$ cat src/rtl/data_mem_sequencer_pkg.sv
// Shared encodings for the data-memory sequencer: load/store funct3 values,
// FSM states and fault codes reported to the core.
package data_mem_sequencer_pkg;

   localparam logic [2:0] FUNCT3_LB  = 3'b000;
   localparam logic [2:0] FUNCT3_LH  = 3'b001;
   localparam logic [2:0] FUNCT3_LW  = 3'b010;
   localparam logic [2:0] FUNCT3_LBU = 3'b100;
   localparam logic [2:0] FUNCT3_LHU = 3'b101;
   localparam logic [2:0] FUNCT3_SB  = 3'b000;
   localparam logic [2:0] FUNCT3_SH  = 3'b001;
   localparam logic [2:0] FUNCT3_SW  = 3'b010;

   localparam logic [1:0] FAULT_NONE     = 2'b00;
   localparam logic [1:0] FAULT_MISALIGN = 2'b01;
   localparam logic [1:0] FAULT_TIMEOUT  = 2'b10;

   typedef enum logic [1:0] {
      ST_IDLE  = 2'd0,
      ST_ISSUE = 2'd1,
      ST_DONE  = 2'd2,
      ST_FAULT = 2'd3
   } state_e;

endpackage

$ cat src/rtl/data_mem_sequencer_lane_format.sv
// Combinational access formatting: byte enables, store lane replication,
// alignment/legality check and load-data extraction with extension.
module mem_lane_format
   import data_mem_sequencer_pkg::*;
(
   input  logic        we,
   input  logic [2:0]  funct3,
   input  logic [1:0]  addr_lo,
   input  logic [31:0] wdata,
   input  logic [31:0] rdata,
   output logic [3:0]  be,
   output logic [31:0] wdata_lanes,
   output logic        bad,
   output logic [31:0] rdata_ext
);

   logic [31:0] shifted;

   always_comb begin
      be          = 4'b0000;
      wdata_lanes = 32'h0;
      bad         = 1'b0;
      rdata_ext   = 32'h0;
      shifted     = rdata >> {addr_lo, 3'b000};
      case (funct3)
         FUNCT3_LB: begin
            be          = 4'b0001 << addr_lo;
            wdata_lanes = {4{wdata[7:0]}};
            rdata_ext   = {{24{shifted[7]}}, shifted[7:0]};
         end
         FUNCT3_LH: begin
            bad         = addr_lo[0];
            be          = addr_lo[1] ? 4'b1100 : 4'b0011;
            wdata_lanes = {2{wdata[15:0]}};
            rdata_ext   = {{16{shifted[15]}}, shifted[15:0]};
         end
         FUNCT3_LW: begin
            bad         = |addr_lo;
            be          = 4'b1111;
            wdata_lanes = wdata;
            rdata_ext   = shifted;
         end
         // Unsigned variants only exist for loads.
         FUNCT3_LBU: begin
            bad         = we;
            be          = 4'b0001 << addr_lo;
            rdata_ext   = {24'h0, shifted[7:0]};
         end
         FUNCT3_LHU: begin
            bad         = we | addr_lo[0];
            be          = addr_lo[1] ? 4'b1100 : 4'b0011;
            rdata_ext   = {16'h0, shifted[15:0]};
         end
         default: bad = 1'b1;
      endcase
   end

endmodule

$ cat src/rtl/data_mem_sequencer.sv
// Sequences a single core load/store onto a variable-latency data memory,
// holding the bus request until ack or timeout and reporting done/fault.
//
// state    | meaning
// ST_IDLE  | ready for a new request
// ST_ISSUE | bus request held, waiting for ack
// ST_DONE  | one-cycle success pulse
// ST_FAULT | one-cycle fault pulse (misaligned/illegal or timeout)
module data_mem_sequencer
   import data_mem_sequencer_pkg::*;
#(
   parameter int TIMEOUT = 16
) (
   input  logic        iCLK,
   input  logic        iRSTn,
   input  logic        iReq,
   input  logic        iWe,
   input  logic [2:0]  iFunct3,
   input  logic [31:0] iAddr,
   input  logic [31:0] iWData,
   output logic        oReady,
   output logic        oDone,
   output logic [1:0]  oFault,
   output logic [31:0] oRData,
   output logic        oMemReq,
   output logic        oMemWe,
   output logic [31:0] oMemAddr,
   output logic [3:0]  oMemBE,
   output logic [31:0] oMemWData,
   input  logic        iMemAck,
   input  logic [31:0] iMemRData
);

   localparam int CW = (TIMEOUT < 1) ? 1 : $clog2(TIMEOUT + 1);

   state_e      state_q, state_d;
   logic        req_we_q, req_we_d;
   logic [2:0]  req_funct3_q, req_funct3_d;
   logic [31:0] req_addr_q, req_addr_d;
   logic [31:0] req_wdata_q, req_wdata_d;
   logic [CW-1:0] wait_cnt_q, wait_cnt_d;
   logic [1:0]  fault_q, fault_d;
   logic [31:0] rdata_q, rdata_d;

   logic        idle, issue, timeout_hit;
   logic        fmt_we, fmt_bad;
   logic [2:0]  fmt_funct3;
   logic [1:0]  fmt_addr_lo;
   logic [31:0] fmt_wdata, fmt_lanes, fmt_rdata_ext;
   logic [3:0]  fmt_be;

   assign idle  = (state_q == ST_IDLE);
   assign issue = (state_q == ST_ISSUE);
   assign timeout_hit = (TIMEOUT != 0) && (wait_cnt_q == CW'(TIMEOUT - 1));

   // Formatter judges the incoming request in IDLE, the latched one otherwise.
   assign fmt_we      = idle ? iWe          : req_we_q;
   assign fmt_funct3  = idle ? iFunct3      : req_funct3_q;
   assign fmt_addr_lo = idle ? iAddr[1:0]   : req_addr_q[1:0];
   assign fmt_wdata   = idle ? iWData       : req_wdata_q;

   mem_lane_format u_fmt (
      .we          (fmt_we),
      .funct3      (fmt_funct3),
      .addr_lo     (fmt_addr_lo),
      .wdata       (fmt_wdata),
      .rdata       (iMemRData),
      .be          (fmt_be),
      .wdata_lanes (fmt_lanes),
      .bad         (fmt_bad),
      .rdata_ext   (fmt_rdata_ext)
   );

   always_comb begin
      state_d      = state_q;
      req_we_d     = req_we_q;
      req_funct3_d = req_funct3_q;
      req_addr_d   = req_addr_q;
      req_wdata_d  = req_wdata_q;
      wait_cnt_d   = wait_cnt_q;
      fault_d      = fault_q;
      rdata_d      = rdata_q;
      unique case (state_q)
         ST_IDLE: begin
            if (iReq) begin
               req_we_d     = iWe;
               req_funct3_d = iFunct3;
               req_addr_d   = iAddr;
               req_wdata_d  = iWData;
               wait_cnt_d   = '0;
               rdata_d      = 32'h0;
               if (fmt_bad) begin
                  fault_d = FAULT_MISALIGN;
                  state_d = ST_FAULT;
               end else begin
                  fault_d = FAULT_NONE;
                  state_d = ST_ISSUE;
               end
            end
         end
         ST_ISSUE: begin
            if (iMemAck) begin
               if (!req_we_q) rdata_d = fmt_rdata_ext;
               state_d = ST_DONE;
            end else if (timeout_hit) begin
               fault_d = FAULT_TIMEOUT;
               state_d = ST_FAULT;
            end else begin
               wait_cnt_d = wait_cnt_q + 1'b1;
            end
         end
         ST_DONE, ST_FAULT: begin
            wait_cnt_d = '0;
            state_d    = ST_IDLE;
         end
         default: state_d = ST_IDLE;
      endcase
   end

   always_ff @(posedge iCLK or negedge iRSTn) begin
      if (!iRSTn) begin
         state_q      <= ST_IDLE;
         req_we_q     <= 1'b0;
         req_funct3_q <= 3'b000;
         req_addr_q   <= 32'h0;
         req_wdata_q  <= 32'h0;
         wait_cnt_q   <= '0;
         fault_q      <= FAULT_NONE;
         rdata_q      <= 32'h0;
      end else begin
         state_q      <= state_d;
         req_we_q     <= req_we_d;
         req_funct3_q <= req_funct3_d;
         req_addr_q   <= req_addr_d;
         req_wdata_q  <= req_wdata_d;
         wait_cnt_q   <= wait_cnt_d;
         fault_q      <= fault_d;
         rdata_q      <= rdata_d;
      end
   end

   // Bus outputs decode straight from the state flop so reset drops them at once.
   assign oReady    = idle;
   assign oDone     = (state_q == ST_DONE) || (state_q == ST_FAULT);
   assign oFault    = oDone ? fault_q : FAULT_NONE;
   assign oRData    = rdata_q;
   assign oMemReq   = issue;
   assign oMemWe    = issue & req_we_q;
   assign oMemAddr  = issue ? {req_addr_q[31:2], 2'b00} : 32'h0;
   assign oMemBE    = issue ? fmt_be : 4'b0000;
   assign oMemWData = (issue && req_we_q) ? fmt_lanes : 32'h0;

endmodule
$ cat config.mk
export PLATFORM = sky130hd
export DESIGN_NAME = data_mem_sequencer
export DESIGN_NICKNAME = d
export VERILOG_FILES = /design/src/rtl/data_mem_sequencer_pkg.sv /design/src/rtl/data_mem_sequencer_lane_format.sv /design/src/rtl/data_mem_sequencer.sv
export SDC_FILE = /design/constraint.sdc
export NUM_CORES = 1
export LEC_CHECK = 0
export CORE_MARGIN = 3
export CORE_UTILIZATION = 49
export CTS_BUF_LIST = sky130_fd_sc_hd__clkbuf_8
export CTS_CLUSTER_SIZE = 16
export DETAILED_ROUTE_END_ITERATION = 16
export GPL_TIMING_DRIVEN = 0
export PLACE_DENSITY = 0.91
export SYNTH_ARGS = -nofsm -noshare
export SYNTH_HDL_FRONTEND = slang
export SYNTH_HIERARCHICAL = 1
export SYNTH_SLANG_ARGS = --single-unit
export TNS_END_PERCENT = 5
$ cat constraint.sdc
create_clock -name iCLK -period 4 [get_ports iCLK]
set_input_delay 0.8 -clock iCLK [delete_from_list [all_inputs] [get_ports iCLK]]
set_output_delay 0.8 -clock iCLK [all_outputs]
set_load 0.01 [all_outputs]
==> results.md, run 1 <==
* CTS Sinks at 109
* Most frequent cells after synthesis: dfrtp_1 (109), mux2_2 (98), nand2_1 (60)
* Crit path max fanout at 10
* Number of nets with antenna violations after routing at 0
* Tcrit/Tclk final at 98.5%
* Largest net degree at the start of global routing at 57
* Max Fclk at 254 MHz
* Clock slew seen by the registers of the worst setup and hold paths at 120 ps
* WS Path Type: register to output pin
* Iteration count of the initial detailed-routing pass at 5
* Top-count cell post-synth: dfrtp_1
* Post-DP HPWL at 15,300 um
* Pint at 4130 uW
* Layout area overhead at 39.6%
* Power share of the sequential group at 26.0%
* Core Footprint at 13,300 um^2
* Synth top area share at 40.4%
* # Max-Cap Violations at 0
* Yosys top cell by area: dfrtp_1
* Endpoints failing hold at 0
* Setup ws final at 61.9 ps
* DR DRC count at 0
* Final WL at 20,200 um
* Hold Path Class: input pin to async pin
* Inserted Clock Buffers at 9
* DRT iter0 DRCs at 550
* CTS root buffer: clkbuf_8
* Worst skew pair latency at 390 ps
* Syn Inst Count at 675
* Worst-path cell chain: buf_6 > nor2_4 > buf_6 > mux2_4 > buf_4 > nor2b_1 > a21oi_1 > a2bb2oi_1 > nor2_1 > and3_1 > clkdlybuf4s50_1
* Initial Util at 50.6%
* Yosys cell types at 48
* CP endpoint kind: output pin
* Async set-or-reset flop fraction in the synthesized netlist at 100%
* Post-synth EDFFs at 0
* Terminus of the critical flop-to-flop path: oRData[15]$_DFFE_PN0P_
* Remaining Overflow, GRT at 0
* #FFs+latches synth at 109
* GRT Total Usage at 26.8%
* FP Rows at 42
* Synthesized area at 6750 um^2
* Die Span Y at 123 um
* Reg2reg start: state_q[0]$_DFFE_PN0P_
* Critical path's slowest cell: clkdlybuf4s50_1
* Critical path launch point type: register
* Post-synth top flop: dfrtp_1
* Sequential share of the synthesized area at 40.4%
* Placed insts at 1,060
* Clock Skew at 13.5 ps
* Minimum setup slack after placement at -251 ps
* Req. time, crit path at 3200 ps
* Fin crit period at 3940 ps
* Worst path arrival time at 3140 ps
* Largest cells by area after synthesis: dfrtp_1 (40%), mux2_2 (16%), mux2i_1 (7.7%)
* Status: finished clean
* Setup-failing EPs final at 0
* Ratio of cells with drive above 1 in the final layout at 19.1%
* Die ar. at 15,200 um^2
* First-pass GRT wire length at 31,700 um
* Worst path max stage delay at 550 ps
* Clock Power Share at 10.6%
* Fin nets at 1,003
* Worst vdd ir at 0.368 mV
* Fillers at 997
* R2R setup slack at 1370 ps
* Synth warn at 6
* Mean Syn Cell Area at 10.0 um^2
* Non-filler cells, final at 1,078
* Most common cell on crit path: buf_6
* Sw frac at 41.4%
* Buf+Inv Stages, Crit Path at 4
* Via count at 5,965
* Clock Tree Buf Depth at 2
* Comb pwr share at 63.4%
* Slew at the pin closest to its max-slew limit at 572 ps
* IO Port Bufs at 207
* R2r worst-path depth at 11
* Final antenna diode count at 0
* P per Cell Area at 748 nW/um^2
* Top-Level Pins at 210
* Vias per Instance at 5.53
* DIE WIDTH at 123 um
* NetSw at 2920 uW
* PnR Total Power at 7050 uW
* CTS tree: yes
* Initial antenna violation count at 1
* Worst path top cell family by delay: buffers and inverters
* H-tree levels at 3
* DR WL/cell at 18.7 um
* RD Place Congestion at 0.940
* Slew Limit Fails at 0
* Number of global-route vias before repair at 6,117
* RSZ-0062 raised after global routing: true
* Max-slew headroom at 61.8%
* Lkg Pwr at 0.00435 uW
==> worst max path at each step <==
stage	depth (start not counted)	slack [ps]	start	to
5_1_grt	11	-50	state_q[1]$_DFFE_PN0P_	oMemWData[9]
6_report	11	60	state_q[0]$_DFFE_PN0P_	oMemWData[9]
4_1_cts	11	5	state_q[0]$_DFFE_PN0P_	oMemWData[10]
3_3_place_gp	1	-2220	iRSTn	req_addr_q[16]$_DFFE_PN0P_
2_1_floorplan	10	860	state_q[0]$_DFFE_PN0P_	oMemWData[10]
3_5_place_dp	9	-250	iFunct3[1]	oMemWData[26]
==> power groups by stage <==
stage | Combinational (uW) | Sequential [uW] | Clock [uW]
floorplan | 2830 | 1830 | 0
global placement | 4210 | 1820 | 0
detailed placement | 4300 | 1860 | 0
CTS | 4410 | 1830 | 759
global route | 4810 | 1900 | 806
finish | 4470 | 1830 | 747
==> cells by family (layout without fill, tap and decap cells) <==
kind of cell	count (synthesis)	count (layout)	synth area share, %
compound gates	100	100	10.0
fa+ha+maj	2	2	0.371
buf+inv	93	319	6.67
flops	109	109	40.4
mux	159	159	25.6
other cells	1	2	0.0556
simple gates	211	211	16.9
==> per-layer routing <==
layer / up-vias / track usage (%) / routed length (um)
met5: - / 0 / 10
met4: 2 / 10.4 / 544
met3: 45 / 7.18 / 2020
met2: 315 / 43.8 / 9420
met1: 2822 / 34.1 / 8200
li1: 2781 / - / -
==> timing repair <==
action	CTS	global route
setup buffers	2	0
endpoints found under the setup margin	36	30
hold buffers	0	0
hold endpoints to repair	0	0
gates cloned	0	0
resized for setup	19	30
==> layout make-up <==
type | instances | area (um^2) | area share (%)
Buffer | 57 | 357 | 3.79
Timing Repair Buffer | 210 | 2160 | 22.9
Tap cell | 176 | 220 | 2.34
Clock buffer | 9 | 124 | 1.31
Clock inverter | 7 | 91.3 | 0.970
Multi-Input combinational cell | 474 | 3610 | 38.3
Inverter | 36 | 135 | 1.43
Sequential cell | 109 | 2730 | 29.0
==> state kept, by name, summed over array words and instances, names as in the netlist <==
signal and count:
req_addr_q 32, req_wdata_q 32, fault_q 2, oRData 32, wait_cnt_q 5, state_q 2, req_funct3_q 3, req_we_q 1
==> layout by cell type, fill, tap and decap left out, types with 7 or more instances in the layout <==
cell type        Yosys  routed
clkdlybuf4s50_1      0     189
dfrtp_1            109     109
mux2_2              98      97
nand2_1             60      60
mux2i_1             52      52
and2_1              45      45
inv_1               36      36
and3_1              35      35
nor2_1              30      29
a21oi_1             27      26
nor2b_1             22      20
o21ai_0             19      18
a2bb2oi_1           17      17
dlymetal6s2s_1       0      17
buf_2               18      16
buf_4                8      14
a211oi_1            14      14
clkbuf_1            15      11
clkbuf_8             0      10
buf_6                6       9
mux2_1               9       9
o2bb2ai_1            7       7
==> stage by stage <==
stage	setup TNS (ps)	util, %	hold WS, ps	area (um^2)
finish	0	70.6	351	9420
global route	-95.4	70.6	368	9420
CTS	0	70.1	366	9360
detailed placement	-3540	68.0	476	9070
global placement	-243670	67.8	459	9040
floorplan	0	-	449	6750
==> worst reg2reg max path, stage by stage, from the launching register on <==
cell	delay [ps]
dfrtp_1	430
buf_6	160
nor2_4	110
buf_6	160
mux2_2	380
mux2i_1	190
mux2i_1	230
or4b_1	460
buf_2	180
nand2_1	70
nand2_1	50
mux2i_1	140
No activity file was read; power rests on OpenSTA's default activity.
==> run 2, diff against run 1 <==
Settings changed: ABC_CLOCK_PERIOD_IN_PS set to 4000, CAP_MARGIN set to 30, CELL_PAD_IN_SITES_DETAIL_PLACEMENT set to 1, CELL_PAD_IN_SITES_GLOBAL_PLACEMENT set to 1, CORE_UTILIZATION 49 to 37.
==> results.md, run 2 (synthesized netlist as in run 1, its figures left out) <==
* CTS root buffer: clkbuf_8
* Lkg Pwr at 0.00434 uW
* Vias per Instance at 5.32
* Slew Limit Fails at 0
* First-pass GRT wire length at 36,900 um
* Initial Util at 38.4%
* Tcrit/Tclk final at 98.7%
* IO Port Bufs at 207
* P per Cell Area at 754 nW/um^2
* Layout area overhead at 40.2%
* Core Footprint at 17,600 um^2
* GRT Total Usage at 23.7%
* Die Span Y at 141 um
* Clock Tree Buf Depth at 2
* Worst skew pair latency at 420 ps
* DIE WIDTH at 141 um
* RD Place Congestion at 0.854
* Initial antenna violation count at 0
* CTS tree: yes
* CTS Sinks at 109
* Commonest non-fill, non-tap cell in the layout: clkdlybuf4s50_1
* Setup-failing EPs final at 0
* Inserted Clock Buffers at 9
* RSZ-0062 raised after global routing: true
* DR DRC count at 0
* Status: finished clean
* Post-DP HPWL at 18,000 um
* Crit path max fanout at 10
* Number of global-route vias before repair at 6,611
* CP endpoint kind: output pin
* H-tree levels at 3
* DRT iter0 DRCs at 386
* Final WL at 23,400 um
* Critical path launch point type: register
* CTS Hold Buffers Added at 0
* # Max-Cap Violations at 0
* Req. time, crit path at 3200 ps
* Worst path arrival time at 3150 ps
* Fin nets at 1,000
* Fin crit period at 3950 ps
* DR WL/cell at 20.8 um
* Max Fclk at 253 MHz
* Slew at the pin closest to its max-slew limit at 581 ps
* Via count at 5,984
* Number of nets with antenna violations after routing at 0
* Final antenna diode count at 0
* Worst vdd ir at 0.322 mV
* Endpoints failing hold at 0
* Iteration count of the initial detailed-routing pass at 4
* Largest net degree at the start of global routing at 58
* PnR Total Power at 7130 uW
* Clock Skew at 18.8 ps
* Ratio of cells with drive above 1 in the final layout at 19.4%
* Remaining Overflow, GRT at 0
* Die ar. at 19,900 um^2
* WHS at 336 ps
* Clock slew seen by the registers of the worst setup and hold paths at 120 ps
* Top-Level Pins at 210
* Most frequent cells in the layout: clkdlybuf4s50_1 (183), dfrtp_1 (109), mux2_2 (97), nand2_1 (60), mux2i_1 (52)
* WS Path Type: register to output pin
* FP Rows at 48
* Max-slew headroom at 61.3%
* Hold Path Class: input pin to async pin
[run 2: cell count changes in the layout (fill, tap and decap cells not counted), sizes merged, moves of 2 or more]
cell	before	now
buf	43	39
dlymetal6s2s	17	15
inv	39	41
clkdlybuf4s50	189	183
dlygate4sd2	0	8
clkinv	3	1
[run 2: per-layer routing]
layer  part of all wire [%]  global-route usage (%)  wire, um
met1                     43                    30.9      9990
met2                     49                    40.2     11400
met3                    6.7                    4.55      1570
met4                    2.0                    7.09       466
met5                      0                       0         0
[run 2: timing repair]
item,4_1_cts,5_1_grt
endpoints found under the setup margin,36,28
gates resized for setup,38,20
pin swaps,0,0
setup buffers,0,0
[run 2: per-stage QoR]
stage | setup WS (ps) | std cells | TNS (ps) | utilization, % | cell area [um^2]
after global placement | -2380 | 1108 | -264040 | 51.7 | 9110
after floorplan | 859 | 676 | 0 | - | 6750
after CTS | -5.64 | 1125 | -5.64 | 53.5 | 9410
final | 50.4 | 1124 | 0 | 53.8 | 9460
after global routing | -91.0 | 1124 | -670 | 53.8 | 9460
after detailed placement | -406 | 1109 | -6090 | 51.9 | 9140
[run 2: worst paths after layout]
kind,start,end,slack [ps],cells past startpoint
worst min-delay path,iRSTn,oRData[3]$_DFFE_PN0P_,340,1
worst min register to register,req_wdata_q[0]$_DFFE_PN0P_,req_wdata_q[0]$_DFFE_PN0P_,500,1
max in group asynchronous,iRSTn,req_wdata_q[5]$_DFFE_PN0P_,2990,2
worst max-delay path,state_q[0]$_DFFE_PN0P_,oMemWData[13],50,11
worst max register to register,state_q[0]$_DFFE_PN0P_,oRData[30]$_DFFE_PN0P_,1230,12
min in group iCLK,req_wdata_q[0]$_DFFE_PN0P_,req_wdata_q[0]$_DFFE_PN0P_,500,1
[run 2: cell type report]
type / count / area (um^2)
buffer: 56 / 368
clock buffer: 9 / 124
clock inverter: 7 / 72.6
fill: 1971 / 8140
inverter: 36 / 135
multi-input combinational: 474 / 3620
sequential: 109 / 2730
tap: 225 / 282
timing repair buffer: 208 / 2130
[run 2: where the power goes]
group	total (uW)	internal, uW	switching [uW]
clock network	712	248	464
logic	4570	2250	2320
registers	1850	1580	268
[run 2: critical path, cell delays in order, from the launching register on]
cell and delay, ps:
dfrtp_1 440, buf_6 160, nor2_4 130, buf_8 170, mux2_2 340, buf_2 180, buf_4 200, clkbuf_4 190
a2bb2oi_1 170, nor2_1 90, and3_1 150, clkdlybuf4s50_1 540
